==> src/rtl/axis_fwft_fifo_pkg.sv <==
`default_nettype none
// ============================================================================
//  Module   : axis_fwft_fifo_pkg
//  Purpose  : Shared utility package for the stream blocks (sizing helpers).
//  Revision : 1.0 - initial release
// ============================================================================
package axis_fwft_fifo_pkg;

  // Ceiling log2, clamped to at least 1 so a one-entry array still gets a
  // usable address bit.
  function automatic int clog2(input int value);
    int result;
    int remaining;
    result    = 0;
    remaining = value - 1;
    while (remaining > 0) begin
      result    = result + 1;
      remaining = remaining >> 1;
    end
    if (result < 1) begin
      result = 1;
    end
    return result;
  endfunction

endpackage
`default_nettype wire

==> src/rtl/fifo_storage_ram.sv <==
`default_nettype none
// ============================================================================
//  Module   : fifo_storage_ram
//  Purpose  : WIDTH x DEPTH register array, one synchronous write port and
//             one asynchronous (combinational) read port.
//  Revision : 1.0 - initial release
// ============================================================================
module fifo_storage_ram
  import axis_fwft_fifo_pkg::*;
#(
  parameter int WIDTH  = 72,
  parameter int DEPTH  = 8,
  parameter int ADDR_W = clog2(DEPTH)
) (
  input  logic              clk,
  input  logic              we,
  input  logic [ADDR_W-1:0] waddr,
  input  logic [WIDTH-1:0]  wdata,
  input  logic [ADDR_W-1:0] raddr,
  output logic [WIDTH-1:0]  rdata
);

  // Contents are deliberately not reset; validity is tracked by the owner.
  logic [WIDTH-1:0] mem [DEPTH];

  // Write port: capture on the rising edge when enabled.
  always_ff @(posedge clk) begin
    if (we) begin
      mem[waddr] <= wdata;
    end
  end

  // Read port: combinational so the head word falls through immediately.
  always_comb begin
    rdata = mem[raddr];
  end

endmodule
`default_nettype wire

==> src/rtl/axis_fwft_fifo.sv <==
`default_nettype none
// ============================================================================
//  Module   : axis_fwft_fifo
//  Purpose  : First-word-fall-through FIFO used as the input buffer of
//             AXI-Stream blocks. Head word is always visible on dout while
//             non-empty; rd_en pops it. nearly_full leaves one slot of slack
//             for a write already in flight upstream.
//  Revision : 1.0 - initial release
// ============================================================================
module axis_fwft_fifo
  import axis_fwft_fifo_pkg::*;
#(
  parameter int WIDTH               = 72,
  parameter int MAX_DEPTH_BITS      = 3,
  parameter int PROG_FULL_THRESHOLD = 2**MAX_DEPTH_BITS - 1
) (
  input  logic             clk,
  input  logic             resetn,
  input  logic [WIDTH-1:0] din,
  input  logic             wr_en,
  input  logic             rd_en,
  output logic [WIDTH-1:0] dout,
  output logic             full,
  output logic             nearly_full,
  output logic             prog_full,
  output logic             empty
);

  localparam int DEPTH = 2**MAX_DEPTH_BITS;
  localparam int PW    = MAX_DEPTH_BITS;
  localparam int CW    = MAX_DEPTH_BITS + 1;

  localparam logic [CW-1:0] DEPTH_C     = CW'(DEPTH);
  localparam logic [CW-1:0] NEAR_C      = CW'(DEPTH - 1);
  localparam logic [CW-1:0] PROG_C      = CW'(PROG_FULL_THRESHOLD);
  localparam logic [CW-1:0] ONE_C       = CW'(1);
  localparam logic [PW-1:0] PTR_ONE_C   = PW'(1);

  logic [PW-1:0] wr_ptr;
  logic [PW-1:0] rd_ptr;
  logic [CW-1:0] count;
  logic [CW-1:0] count_next;
  logic          wr_accept;
  logic          rd_accept;

  // Acceptance: a full FIFO drops writes even when a read frees a slot in the
  // same cycle; an empty FIFO ignores reads even when a write lands.
  always_comb begin
    wr_accept = wr_en & ~full;
    rd_accept = rd_en & ~empty;
  end

  // Occupancy: only a lone accepted write or read moves the count.
  always_comb begin
    count_next = count;
    case ({wr_accept, rd_accept})
      2'b10:   count_next = count + ONE_C;
      2'b01:   count_next = count - ONE_C;
      default: count_next = count;
    endcase
  end

  // Pointer and count registers; reset discards all contents at once.
  always_ff @(posedge clk or negedge resetn) begin
    if (!resetn) begin
      wr_ptr <= '0;
      rd_ptr <= '0;
      count  <= '0;
    end else begin
      if (wr_accept) begin
        wr_ptr <= wr_ptr + PTR_ONE_C;
      end
      if (rd_accept) begin
        rd_ptr <= rd_ptr + PTR_ONE_C;
      end
      count <= count_next;
    end
  end

  // Status flags decoded from the registered count.
  always_comb begin
    empty       = (count == '0);
    full        = (count == DEPTH_C);
    nearly_full = (count >= NEAR_C);
    prog_full   = (count >= PROG_C);
  end

  fifo_storage_ram #(
    .WIDTH  (WIDTH),
    .DEPTH  (DEPTH),
    .ADDR_W (PW)
  ) u_storage (
    .clk   (clk),
    .we    (wr_accept),
    .waddr (wr_ptr),
    .wdata (din),
    .raddr (rd_ptr),
    .rdata (dout)
  );

`ifndef SYNTHESIS
  // Simulation warnings for requests that the FIFO discards.
  always_ff @(posedge clk) begin
    if (resetn) begin
      if (wr_en && full) begin
        $display("axis_fwft_fifo warning: write dropped while full at %0t", $time);
      end
      if (rd_en && empty) begin
        $display("axis_fwft_fifo warning: read ignored while empty at %0t", $time);
      end
    end
  end
`endif

endmodule
`default_nettype wire

==> config.mk <==
export PLATFORM = sky130hd
export DESIGN_NAME = axis_fwft_fifo
export DESIGN_NICKNAME = d
export VERILOG_FILES = /design/src/rtl/axis_fwft_fifo_pkg.sv /design/src/rtl/fifo_storage_ram.sv /design/src/rtl/axis_fwft_fifo.sv
export SDC_FILE = /design/constraint.sdc
export NUM_CORES = 1
export LEC_CHECK = 0
export ABC_AREA = 1
export ABC_CLOCK_PERIOD_IN_PS = 12800
export BUFFER_PORTS_ARGS = -buffer_cell sky130_fd_sc_hd__clkbuf_2
export CAP_MARGIN = 20
export CORE_MARGIN = 2
export CORE_UTILIZATION = 52
export DETAILED_ROUTE_END_ITERATION = 10
export PLACE_DENSITY = 0.7
export SLEW_MARGIN = 20
export SYNTH_ARGS = -nofsm -noshare
export SYNTH_HDL_FRONTEND = slang
export SYNTH_SLANG_ARGS = --single-unit
==> constraint.sdc <==
create_clock -name clk -period 12.8 [get_ports clk]
set_input_delay 2.56 -clock clk [delete_from_list [all_inputs] [get_ports clk]]
set_output_delay 2.56 -clock clk [all_outputs]
set_load 0.01 [all_outputs]
### Yosys cells after proc, flatten, opt, wreduce, memory -nomap -nowiden

Memories as Yosys holds them, arrays and structs flattened.
Index checks and enable logic that the tools add are counted.

| cells by class | value |
|---|---|
| $lt $le $gt $ge | 1 |
| reduce and logical (&&, ||, !) cells | 2 |
| mux-type cells | 3 |
| equality and inequality tests | 3 |
| bitwise operators | 4 |
| add/subtract/negate cells | 4 |

Operator list:

| cell | number |
|---|---|
| $pmux W4 S2 | 1 |
| $add A3 B1 Y3 const B | 2 |
| $add A4 B1 Y4 const B | 1 |
| $eq A4 B4 Y1 const B | 1 |
| $ge A4 B3 Y1 const B | 1 |
| $logic_not A4 Y1 | 1 |
| $sub A4 B1 Y4 const B | 1 |
| $and A1 B1 Y1 | 2 |
| $eq A2 B1 Y1 const B | 1 |
| $eq A2 B2 Y1 const B | 1 |
| $mux W1 | 2 |
| $not A1 Y1 | 2 |
| $reduce_bool A2 Y1 | 1 |

| storage, ports and cells | value |
|---|---|
| register bits | 10 |
| RAM bits | 576 |
| output and inout bits | 76 |
| word-level logic and storage cells | 21 |
| memories | 1 |

Memories:

| memory | words | bits a word | rd ports | clocked after Yosys merged registers in | write ports | RTL line | text |
|---|---|---|---|---|---|---|---|
| u_storage.mem | 8 | 72 | 1 | 0 | 1 | fifo_storage_ram.sv:24 | `logic [WIDTH-1:0] mem [DEPTH];` |

### Logic depth before layout (Yosys ltp)

Gate-level depths: netlist of the first run.

| logic depth | value |
|---|---|
| depth in word-level cells | 5 |
| depth in mapped cells | 12 |
| mapped depth without buffers | 12 |

### By module

From an unflattened synthesis of the first run, not the netlist that was laid out.

| unflattened totals | value |
|---|---|
| cell total of the unflattened synthesis | 2,572 |
| area, all modules | 25,728.4 µm² |

By module, submodules not included:

| module | area each (µm²) | cells an instance | seq. area each (µm²) | instances |
|---|---|---|---|---|
| fifo_storage_ram | 25,124.1 | 2,505 | 17,296.6 | 1 |
| axis_fwft_fifo | 604.3 | 67 | 250.2 | 1 |

### Worst setup path before layout of the first run

OpenSTA, ideal clock, no wires.

| timing path | value |
|---|---|
| path kind | in2reg |
| start | input port wr_en |
| end | memory u_storage.mem[0][0], enable pin |
| required time | 12.297 ns |
| stages on the path | 4 |
| path slack | 6.432 ns |
| data arrival time | 5.866 ns |
| path through | nand2_1 -> inv_2 -> nand2_1 -> nor2_1 |

| between the ends | value |
|---|---|
| longest elaborated chain between the ends | 3 |

Ends and longest elaborated chain:

| element | RTL line | text |
|---|---|---|
| start: declaration | axis_fwft_fifo.sv:20 | `input logic wr_en,` |
| $and A1 B1 Y1 | axis_fwft_fifo.sv:49 | `wr_accept = wr_en & ~full;` |
| $mux W1 | fifo_storage_ram.sv:28 | `if (we) begin` |
| $mux W1 (implied by the code) | fifo_storage_ram.sv:29 | `mem[waddr] <= wdata;` |
| end: declaration | fifo_storage_ram.sv:24 |  |

Every way passes these cells.

### Worst setup path in the final report of the first run

| timing path | value |
|---|---|
| start | register rd_ptr[0] |
| end | output port dout[62] |

| between the ends | value |
|---|---|
| longest elaborated chain between the ends | 1 |

Ends and longest elaborated chain:

| element | RTL line | text |
|---|---|---|
| start: declaration | axis_fwft_fifo.sv:40 | `logic [PW-1:0] rd_ptr;` |
| start signal: assignment | axis_fwft_fifo.sv:74 | `rd_ptr <= rd_ptr + PTR_ONE_C;` |
| $mem_v2 Z8 W72 | - |  |
| end: declaration | axis_fwft_fifo.sv:22 | `output logic [WIDTH-1:0] dout,` |

Every way passes these cells.

==> flow_metrics.py, run 1 <==
metrics = {
    "routing": {
        "drtIter0Drc": 1212,
        "wl_per_cell_um": 18.8,
        "drtAntennaViolNets": 0,
        "via_per_inst": 5.36,
        "drt_first_pass_iters": 6,
        "route.detailed.drc": 0,
        "routed_wl_mm": 51.8,
        "dr_total_vias": 14800,
    },
    "logic_synthesis": {
        "synth-warning-count": 0,
        "synth_xor_area_frac": 0.00261,
        "synth-adder-area-share": 0.00351,
        "netlist_instances": 1996,
        "synth_cell_types": 24,
        "ys_ff_latch": 586,
        "synth_mux_area_frac": 0,
        "syn_nets": 2078,
        "syn_area_sq_mm": 0.0235,
        "synth-compound-area-share": 0.0631,
        "synth_top_family_by_area": "simple AND/OR/NAND/NOR gates",
        "avgSynthCellArea_sq_um": 11.8,
        "synth-seq-area-share": 0.746,
        "yosys.area_share.simple": 0.156,
    },
    "grt": {
        "grt_pass1_wl_mm": 79.7,
        "grt_max_degree": 190,
        "track_usage": 0.220,
        "first_global_vias": 14500,
        "antenna_found_initial": 3,
        "grt_overflow": 0,
    },
    "timing": {
        "hold_violations": 0,
        "rsz0062_at_grt": "false",
        "slew_headroom": 0.278,
        "fmax_mhz": 149,
        "setup_ws_ps": 6100,
        "setup_violations": 0,
        "tns_ps": 0,
        "clock_skew_ps": 11.0,
        "drv_slew": 0,
        "final.min_clock_period_ps": 6700,
        "tightest_slew_ps": 1080,
        "layout_worst_path_cycle_share": 0.524,
    },
    "min_path": {
        "holdPathStages": 2,
        "min-delay-start": "count[2]$_DFFE_PN0P_",
        "hold_class": "reg2reg",
        "min_to": "count[2]$_DFFE_PN0P_",
    },
    "worst_setup_path": {
        "critPathSlowestCell": "dfrtp_4",
        "r2r_slack_ps": 9560,
        "crit_chain": "clkinv_8 -> buf_4 -> buf_12 -> nand2_1 -> nand2_1 -> nand2_1 -> o21ai_1 -> nand2_1 -> nand2_1 -> clkbuf_2",
        "critical_path_class": "reg2out",
        "start_kind": "register",
        "critPathMaxStageDelay_ps": 1090,
        "cp-end-kind": "output pin",
        "r2r_cells": 7,
        "arrival_ps": 4140,
        "crit_path_frequent_cell": "nand2_1",
        "critPathMaxFanout": 189,
        "r2r-start": "count[0]$_DFFE_PN0P_",
        "r2r-end": "u_storage.mem[7][29]$_DFFE_PP_",
        "cp_data_required_time_ps": 10240,
    },
    "status": {
        "status": "completed",
    },
    "run": {
        "max_cap_viol_count": 0,
    },
    "floorplanning": {
        "rows": 77,
        "die_h_um": 217,
        "start_util": 0.530,
        "die_w_um": 217,
        "die_area_sq_mm": 0.0470,
        "core-area_sq_mm": 0.0444,
        "boundaryPins": 152,
    },
    "power": {
        "powerDensity_mw_per_mm2": 232,
        "finalPower_mw": 6.11,
        "p_leak_nw": 9.96,
        "peakVddDrop_mv": 0.176,
    },
    "placement": {
        "post-place-ws_ps": 6610,
        "port_buffers": 151,
        "dp.final_hpwl_mm": 25.2,
        "place_congestion": 0.771,
    },
    "finish": {
        "fin_util": 0.594,
        "fin_nets": 2199,
        "fillers": 3533,
        "drive_above_1_share": 0.121,
        "syn2layout_area_growth_pct": 12.1,
    },
    "clock_network": {
        "clock_sinks": 586,
        "clock-root-buffer": "clkbuf_16",
        "post_cts_resized": 0,
        "clk_pin_slew_worst_paths_ps": 60,
        "postCtsSetupBuffers": 0,
        "numCtsBuffers": 58,
        "cts_buffer_depth": 3,
        "clk_latency_ps": 610,
        "cts_tree": "built",
        "holdBufCountCts": 0,
        "htreeDepth": 2,
    },
}
state kept, by name (all words and copies together), names as in the netlist:
signal	flops
rd_ptr	3
u_storage.mem	576
count	4
wr_ptr	3
per-layer routing:
| layer | global-route usage | wire length [um] | up-vias | part of all wire |
|---|---|---|---|---|
| met3 | 0.0345 | 3050 | 94 | 0.059 |
| met1 | 0.292 | 21800 | 7118 | 0.42 |
| li1 | - | - | 7075 | - |
| met2 | 0.370 | 25600 | 468 | 0.49 |
| met5 | 0 | 0 | - | 0 |
| met4 | 0.0808 | 1340 | 0 | 0.026 |
kinds of logic (layout without fill, tap and decap cells):
group,after synthesis,after routing
simple gates,975,975
flops,586,586
compound gates,296,296
buf+inv,126,287
xor+xnor,7,7
fa+ha+maj,6,6
other cells,0,4
cells in the final DEF (no fill, tap or decap), types with 5 or more instances in the layout:
cell type / count
nand2_1: 816
edfxtp_1: 576
o21ai_0: 161
clkbuf_2: 151
nor2_1: 146
o21ai_1: 133
clkbuf_16: 61
buf_4: 18
clkbuf_1: 17
clkinv_1: 11
inv_1: 9
clkinv_2: 9
nor2_4: 8
dfrtp_1: 7
inv_2: 5
ha_1: 5
worst max path at each step:
stage	startpoint	end	cells after the start
2_1_floorplan	wr_en	u_storage.mem[0][0]$_DFFE_PP_	4
3_3_place_gp	rd_ptr[0]$_DFFE_PN0P_	dout[0]	9
3_5_place_dp	rd_ptr[0]$_DFFE_PN0P_	dout[54]	9
4_1_cts	rd_ptr[0]$_DFFE_PN0P_	dout[0]	9
5_1_grt	rd_ptr[0]$_DFFE_PN0P_	dout[47]	10
6_report	rd_ptr[0]$_DFFE_PN0P_	dout[62]	10
report_power, final:
part           internal, mW  leakage [nW]  switching, mW  total (mW)
Clock                 0.881         0.842          0.665        1.55
Combinational         0.595          3.77           1.40        2.00
Sequential             2.40          5.35          0.171        2.57
final cells by class:
type	count	area, sq um	share of cell area
multi-input cells	1284	5360	0.203
diodes	4	10.0	0.000379
well taps	592	741	0.0281
flip-flops and latches	586	17600	0.666
clock buffers	78	1590	0.0603
repair buffers	171	922	0.0350
inverters	16	80.1	0.00304
clock inverters	22	125	0.00474
cells in the mapped netlist:
cell type / n / share of area
nand2_1: 816 / 0.13
edfxtp_1: 576 / 0.74
o21ai_0: 161 / 0.034
nor2_1: 154 / 0.025
o21ai_1: 133 / 0.028
clkbuf_1: 41 / 0.0065
buf_2: 31 / 0.0066
buf_4: 15 / 0.0048
buf_6: 12 / 0.0057
dfrtp_1: 10 / 0.011
buf_1: 9 / 0.0014
inv_1: 9 / 0.0014
ha_1: 5 / 0.0027
inv_2: 5 / 0.00080
nand3_1: 4 / 0.00085
xnor2_1: 4 / 0.0015
xor2_1: 3 / 0.0011
buf_8: 2 / 0.0013
a21oi_1: 1 / 0.00021
fa_1: 1 / 0.00085
inv_4: 1 / 0.00027
inv_6: 1 / 0.00037
o31ai_1: 1 / 0.00032
or2_0: 1 / 0.00027
stage by stage:
stage	area [sq um]	std cells	hold slack, ps
finish	26400	2753	549
global route	26400	2752	577
CTS	26300	2748	553
detailed placement	24600	2648	540
global placement	24600	2648	521
floorplan	23500	1996	499
critical path, delay by kind of cell (launching register included):
family / cells / cell delay [ps]
compound gates: 1 / 90
buf+inv: 4 / 1890
flops: 1 / 1090
simple gates: 5 / 380
(Power assumes the default switching activity.)
==> run 2, diff against run 1 <==
- ABC_CLOCK_PERIOD_IN_PS: 12800 -> 6200
- clock period: 12.8 -> 6.2 ns (I/O delays scaled with it)
==> run 2 against run 1 <==
Largest cell class unchanged; critical path depth is 3 lower; sequential cell count unchanged; via count grew 0.61%; core utilization up 0.52 points; die area is the same; combinational power rose by 110%; power rose by 110%; first-iteration DRC count is 15% higher; count of clock-buffer cells in the layout down 10.
==> flow_metrics.py, run 2 (synthesized netlist as in run 1, its figures left out) <==
metrics = {
    "run": {
        "max_cap_viol_count": 0,
    },
    "finish": {
        "largest_registers": "u_storage.mem: 576 flops, count: 4 flops",
        "syn2layout_area_growth_pct": 13.1,
        "multi_input_area_sq_mm": 0.00536,
        "layout_common_cells": "nand2_1, edfxtp_1, o21ai_0",
        "final_common_cell": "nand2_1",
        "fin_util": 0.599,
        "drive_above_1_share": 0.128,
        "regMostFlops": "u_storage.mem",
        "fin_nets": 2203,
        "largest_reg_flops": 576,
        "fillers": 3474,
        "seqCellArea_sq_mm": 0.0176,
    },
    "worst_setup_path": {
        "cp_data_required_time_ps": 4960,
        "start_kind": "register",
        "critical_path_class": "reg2out",
        "cp-end-kind": "output pin",
        "critPathMaxFanout": 89,
        "arrival_ps": 3830,
    },
    "status": {
        "status": "completed",
    },
    "floorplanning": {
        "die_area_sq_mm": 0.0470,
        "rows": 77,
        "die_h_um": 217,
        "boundaryPins": 152,
        "start_util": 0.530,
        "core-area_sq_mm": 0.0444,
        "die_w_um": 217,
    },
    "timing": {
        "tightest_slew_ps": 1070,
        "setup_violations": 0,
        "whs_ps": 494,
        "fmax_mhz": 197,
        "setup_ws_ps": 1130,
        "clock_skew_ps": 21.8,
        "rsz0062_at_grt": "false",
        "slew_headroom": 0.286,
        "final.min_clock_period_ps": 5070,
        "drv_slew": 0,
        "hold_violations": 0,
        "layout_worst_path_cycle_share": 0.818,
        "tns_ps": 0,
    },
    "grt": {
        "grt_use_met2": 0.374,
        "grt-busiest-layer": "met2",
        "first_global_vias": 14500,
        "track_usage": 0.224,
        "grt_overflow": 0,
        "grt_pass1_wl_mm": 80.6,
        "antenna_found_initial": 4,
        "grtUsageMet1": 0.300,
        "met3_usage": 0.0379,
        "grt_max_degree": 176,
    },
    "min_path": {
        "hold_class": "in2async",
    },
    "placement": {
        "port_buffers": 151,
        "post-place-ws_ps": 1730,
        "dp.final_hpwl_mm": 26.3,
        "place_congestion": 0.772,
    },
    "routing": {
        "via_per_inst": 5.37,
        "drtAntennaViolNets": 0,
        "drt_first_pass_iters": 5,
        "dr_total_vias": 14800,
        "route.detailed.drc": 0,
        "wl_per_cell_um": 18.8,
        "routed_wl_mm": 52.0,
        "drtIter0Drc": 1390,
    },
    "clock_network": {
        "clock-root-buffer": "clkbuf_16",
        "clock_sinks": 586,
        "holdBufCountCts": 0,
        "htreeDepth": 2,
        "clk_latency_ps": 620,
        "cts_tree": "built",
        "clk_pin_slew_worst_paths_ps": 60,
        "numCtsBuffers": 59,
        "postCtsSetupBuffers": 0,
        "post_cts_resized": 0,
        "cts_buffer_depth": 3,
    },
    "power": {
        "p_leak_nw": 10.0,
        "peakVddDrop_mv": 0.356,
        "powerDensity_mw_per_mm2": 482,
    },
}
==> run 2: routing by layer <==
metal / wire (um) / vias to the layer above
met5: 23 / -
met4: 1210 / 4
met3: 3190 / 89
met2: 25400 / 423
met1: 22200 / 7239
li1: - / 7090
==> run 2: layout make-up <==
| class | count | area share |
|---|---|---|
| diodes | 2 | 0.000188 |
| clock buffers | 68 | 0.0567 |
| clock inverters | 44 | 0.0127 |
| inverters | 16 | 0.00263 |
| multi-input cells | 1284 | 0.201 |
| flip-flops and latches | 586 | 0.660 |
| well taps | 592 | 0.0278 |
| repair buffers | 174 | 0.0389 |
==> run 2: power by group <==
group / leakage, nW / internal (mW) / switching, mW
clock: 0.899 / 1.92 / 1.47
sequential: 5.35 / 4.94 / 0.321
combinational: 3.80 / 1.26 / 2.94
==> run 2: worst max-delay path: stages (launching register included) <==
cell      delay (ps)
dfrtp_4         1040
buf_4            680
buf_4            740
o21ai_0          220
o21ai_1          150
nand2_1           60
nand2_1          130
clkbuf_2         150
==> run 2: worst paths after layout <==
kind / end / slack, ps / cells after the start / start
max reg2reg: u_storage.mem[1][71]$_DFFE_PP_ / 3260 / 7 / count[0]$_DFFE_PN0P_
min: count[1]$_DFFE_PN0P_ / 490 / 1 / resetn
max: dout[35] / 1130 / 7 / rd_ptr[0]$_DFFE_PN0P_
max in group asynchronous: rd_ptr[1]$_DFFE_PN0P_ / 5450 / 1 / resetn
min in group clk: count[0]$_DFFE_PN0P_ / 550 / 1 / count[0]$_DFFE_PN0P_
min reg2reg: count[0]$_DFFE_PN0P_ / 550 / 1 / count[0]$_DFFE_PN0P_
==> run 2: stage by stage <==
stage | total power, mW | cell area [sq um] | std cells
after floorplan | 8.16 | 23500 | 1996
after global placement | 9.46 | 24700 | 2651
after detailed placement | 9.58 | 24800 | 2652
after CTS | 13.0 | 26600 | 2764
after global routing | 13.6 | 26600 | 2766
final | 12.8 | 26600 | 2766
==> run 3, diff against run 2 <==
- ABC_AREA: 1 -> 0
- ABC_CLOCK_PERIOD_IN_PS: 6200 -> 5150
- clock period: 6.2 -> 5.15 ns (I/O delays scaled with it)
==> run 3 against run 2 <==
Worst hold slack worse by 190 ps; core utilization is 0.37 points higher; die area down 4.5%; power rose by 16%; cell count is 38% lower; critical path depth shrank 3; via count decreased by 34%; register-to-register slack worse by 970 ps; first-iteration DRC count down 49%; global-route usage fell by 3.3 points; clock skew down 1.5 ps; highest routed layer unchanged.
==> flow_metrics.py, run 3 <==
metrics = {
    "finish": {
        "largest_reg_flops": 576,
        "multi_input_area_sq_mm": 0.00469,
        "stdcell_count": 1719,
        "final_common_cell": "edfxtp_1",
        "syn2layout_area_growth_pct": 15.1,
        "layout_common_cells": "edfxtp_1, clkbuf_2, mux4_2",
        "fillers": 3023,
        "fin_nets": 1169,
        "regMostFlops": "u_storage.mem",
        "largest_registers": "u_storage.mem: 576 flops, count: 4 flops",
        "post-route-cell-area_sq_mm": 0.0259,
        "seqCellArea_sq_mm": 0.0176,
        "drive_above_1_share": 0.420,
    },
    "floorplanning": {
        "die_w_um": 212,
        "die_h_um": 212,
        "boundaryPins": 152,
        "die_area_sq_mm": 0.0449,
        "rows": 76,
        "core-area_sq_mm": 0.0429,
        "start_util": 0.524,
    },
    "clock_network": {
        "htreeDepth": 2,
        "clock-root-buffer": "clkbuf_16",
        "clock_sinks": 586,
        "postCtsSetupBuffers": 0,
        "cts_buffer_depth": 3,
        "cts_tree": "built",
        "numCtsBuffers": 57,
        "clk_latency_ps": 590,
        "post_cts_resized": 0,
        "holdBufCountCts": 0,
        "clk_pin_slew_worst_paths_ps": 60,
    },
    "worst_setup_path": {
        "critPathTopFamily": "multiplexers",
        "crit_chain": "buf_12 -> mux4_2 -> mux2_4 -> clkbuf_2",
        "cp_data_required_time_ps": 4120,
        "critPathSlowestCell": "dfrtp_4",
        "critical_path_class": "reg2out",
        "arrival_ps": 2900,
        "cp-end-kind": "output pin",
        "critPathMaxStageDelay_ps": 710,
        "crit_buf_inv": 2,
        "start_kind": "register",
        "critPathMaxFanout": 65,
    },
    "timing": {
        "tightest_slew_ps": 839,
        "clock_skew_ps": 20.3,
        "drv_slew": 0,
        "tns_ps": 0,
        "fmax_mhz": 254,
        "layout_worst_path_cycle_share": 0.764,
        "slew_headroom": 0.440,
        "final.min_clock_period_ps": 3930,
        "setup_violations": 0,
        "hold_violations": 0,
        "setup_ws_ps": 1220,
        "rsz0062_at_grt": "false",
    },
    "routing": {
        "dr_total_vias": 9784,
        "drtIter0Drc": 711,
        "via_per_inst": 5.69,
        "drtAntennaViolNets": 0,
        "route.detailed.drc": 0,
        "routed_wl_mm": 41.5,
        "wl_per_cell_um": 24.1,
        "drt_first_pass_iters": 5,
    },
    "status": {
        "status": "completed",
    },
    "logic_synthesis": {
        "ys.flop_type": "edfxtp_1",
        "yosysMostFrequentCell": "edfxtp_1",
        "async_reset_ff_frac": 0.0171,
        "synth-warning-count": 0,
        "yosys-top-cells-count": "edfxtp_1, mux4_2, mux2_4",
        "synth-seq-area-share": 0.781,
        "avgSynthCellArea_sq_um": 24.9,
        "syn_nets": 984,
        "ys_ff_latch": 586,
        "syn_area_sq_mm": 0.0225,
        "synth_edf_count": 576,
        "synth_cell_types": 36,
        "synth_top_area_cell": "edfxtp_1",
        "synth_area_leaders": "edfxtp_1, mux4_2, mux2_4, mux2_2, dfrtp_1",
        "netlist.area_leader.share": 0.770,
        "netlist_instances": 902,
    },
    "power": {
        "p_leak_nw": 8.55,
        "powerDensity_mw_per_mm2": 575,
        "peakVddDrop_mv": 0.394,
    },
    "min_path": {
        "hold_class": "in2async",
    },
    "grt": {
        "first_global_vias": 10300,
        "antenna_found_initial": 7,
        "grt_overflow": 0,
        "track_usage": 0.191,
        "grt_max_degree": 73,
        "grt_pass1_wl_mm": 62.8,
    },
    "placement": {
        "post-place-ws_ps": 1790,
        "placed_area_sq_mm": 0.0240,
        "dp.final_hpwl_mm": 21.2,
        "place_congestion": 0.721,
        "port_buffers": 151,
        "dp_cells": 1613,
    },
    "run": {
        "max_cap_viol_count": 0,
    },
}
run 3: logic make-up after synthesis:
family | share of synthesized area
xor+xnor | 0.00234
fa+ha+maj | 0.00368
buf+inv | 0.0127
mux | 0.190
flops | 0.781
simple gates | 0.00669
compound gates | 0.00301
run 3: per-stage QoR:
step	util	total power [mW]	hold WS, ps
floorplan	-	9.63	485
global placement	0.560	11.0	505
detailed placement	0.560	11.0	514
CTS	0.603	15.1	281
global route	0.603	15.6	302
finish	0.603	14.9	302
run 3: cell type report:
cell class	count	area share
Inverter	6	0.000871
Antenna cell	2	0.000194
Clock inverter	31	0.0116
Timing Repair Buffer	169	0.0393
Multi-Input combinational cell	267	0.182
Clock buffer	73	0.0591
Sequential cell	586	0.679
Tap cell	585	0.0283
run 3: worst paths after layout:
| check | from | end | slack [ps] | cells after the start |
|---|---|---|---|---|
| max | rd_ptr[0]$_DFFE_PN0P_ | dout[46] | 1220 | 4 |
| min | resetn | count[2]$_DFFE_PN0P_ | 300 | 1 |
| max reg2reg | count[0]$_DFFE_PN0P_ | count[3]$_DFFE_PN0P_ | 2290 | 7 |
| min reg2reg | wr_ptr[0]$_DFFE_PN0P_ | wr_ptr[0]$_DFFE_PN0P_ | 540 | 1 |
| max in group asynchronous | resetn | rd_ptr[2]$_DFFE_PN0P_ | 4600 | 1 |
| min in group clk | wr_ptr[0]$_DFFE_PN0P_ | wr_ptr[0]$_DFFE_PN0P_ | 540 | 1 |
run 3: metal layers:
layer | routed length [um] | track usage | vias up
met5 | 71 | 0 | -
met4 | 678 | 0.0498 | 10
met3 | 2130 | 0.0406 | 62
met2 | 20400 | 0.307 | 223
met1 | 18100 | 0.271 | 5261
li1 | - | - | 4228
run 3: where the power goes:
part           switching, mW  total (mW)  internal [mW]  leakage [nW]
logic                   2.13        4.42           2.29          2.32
registers              0.385        6.39           6.00          5.34
clock network           1.67        4.05           2.38         0.877
total                   4.19        14.9           10.7          8.55
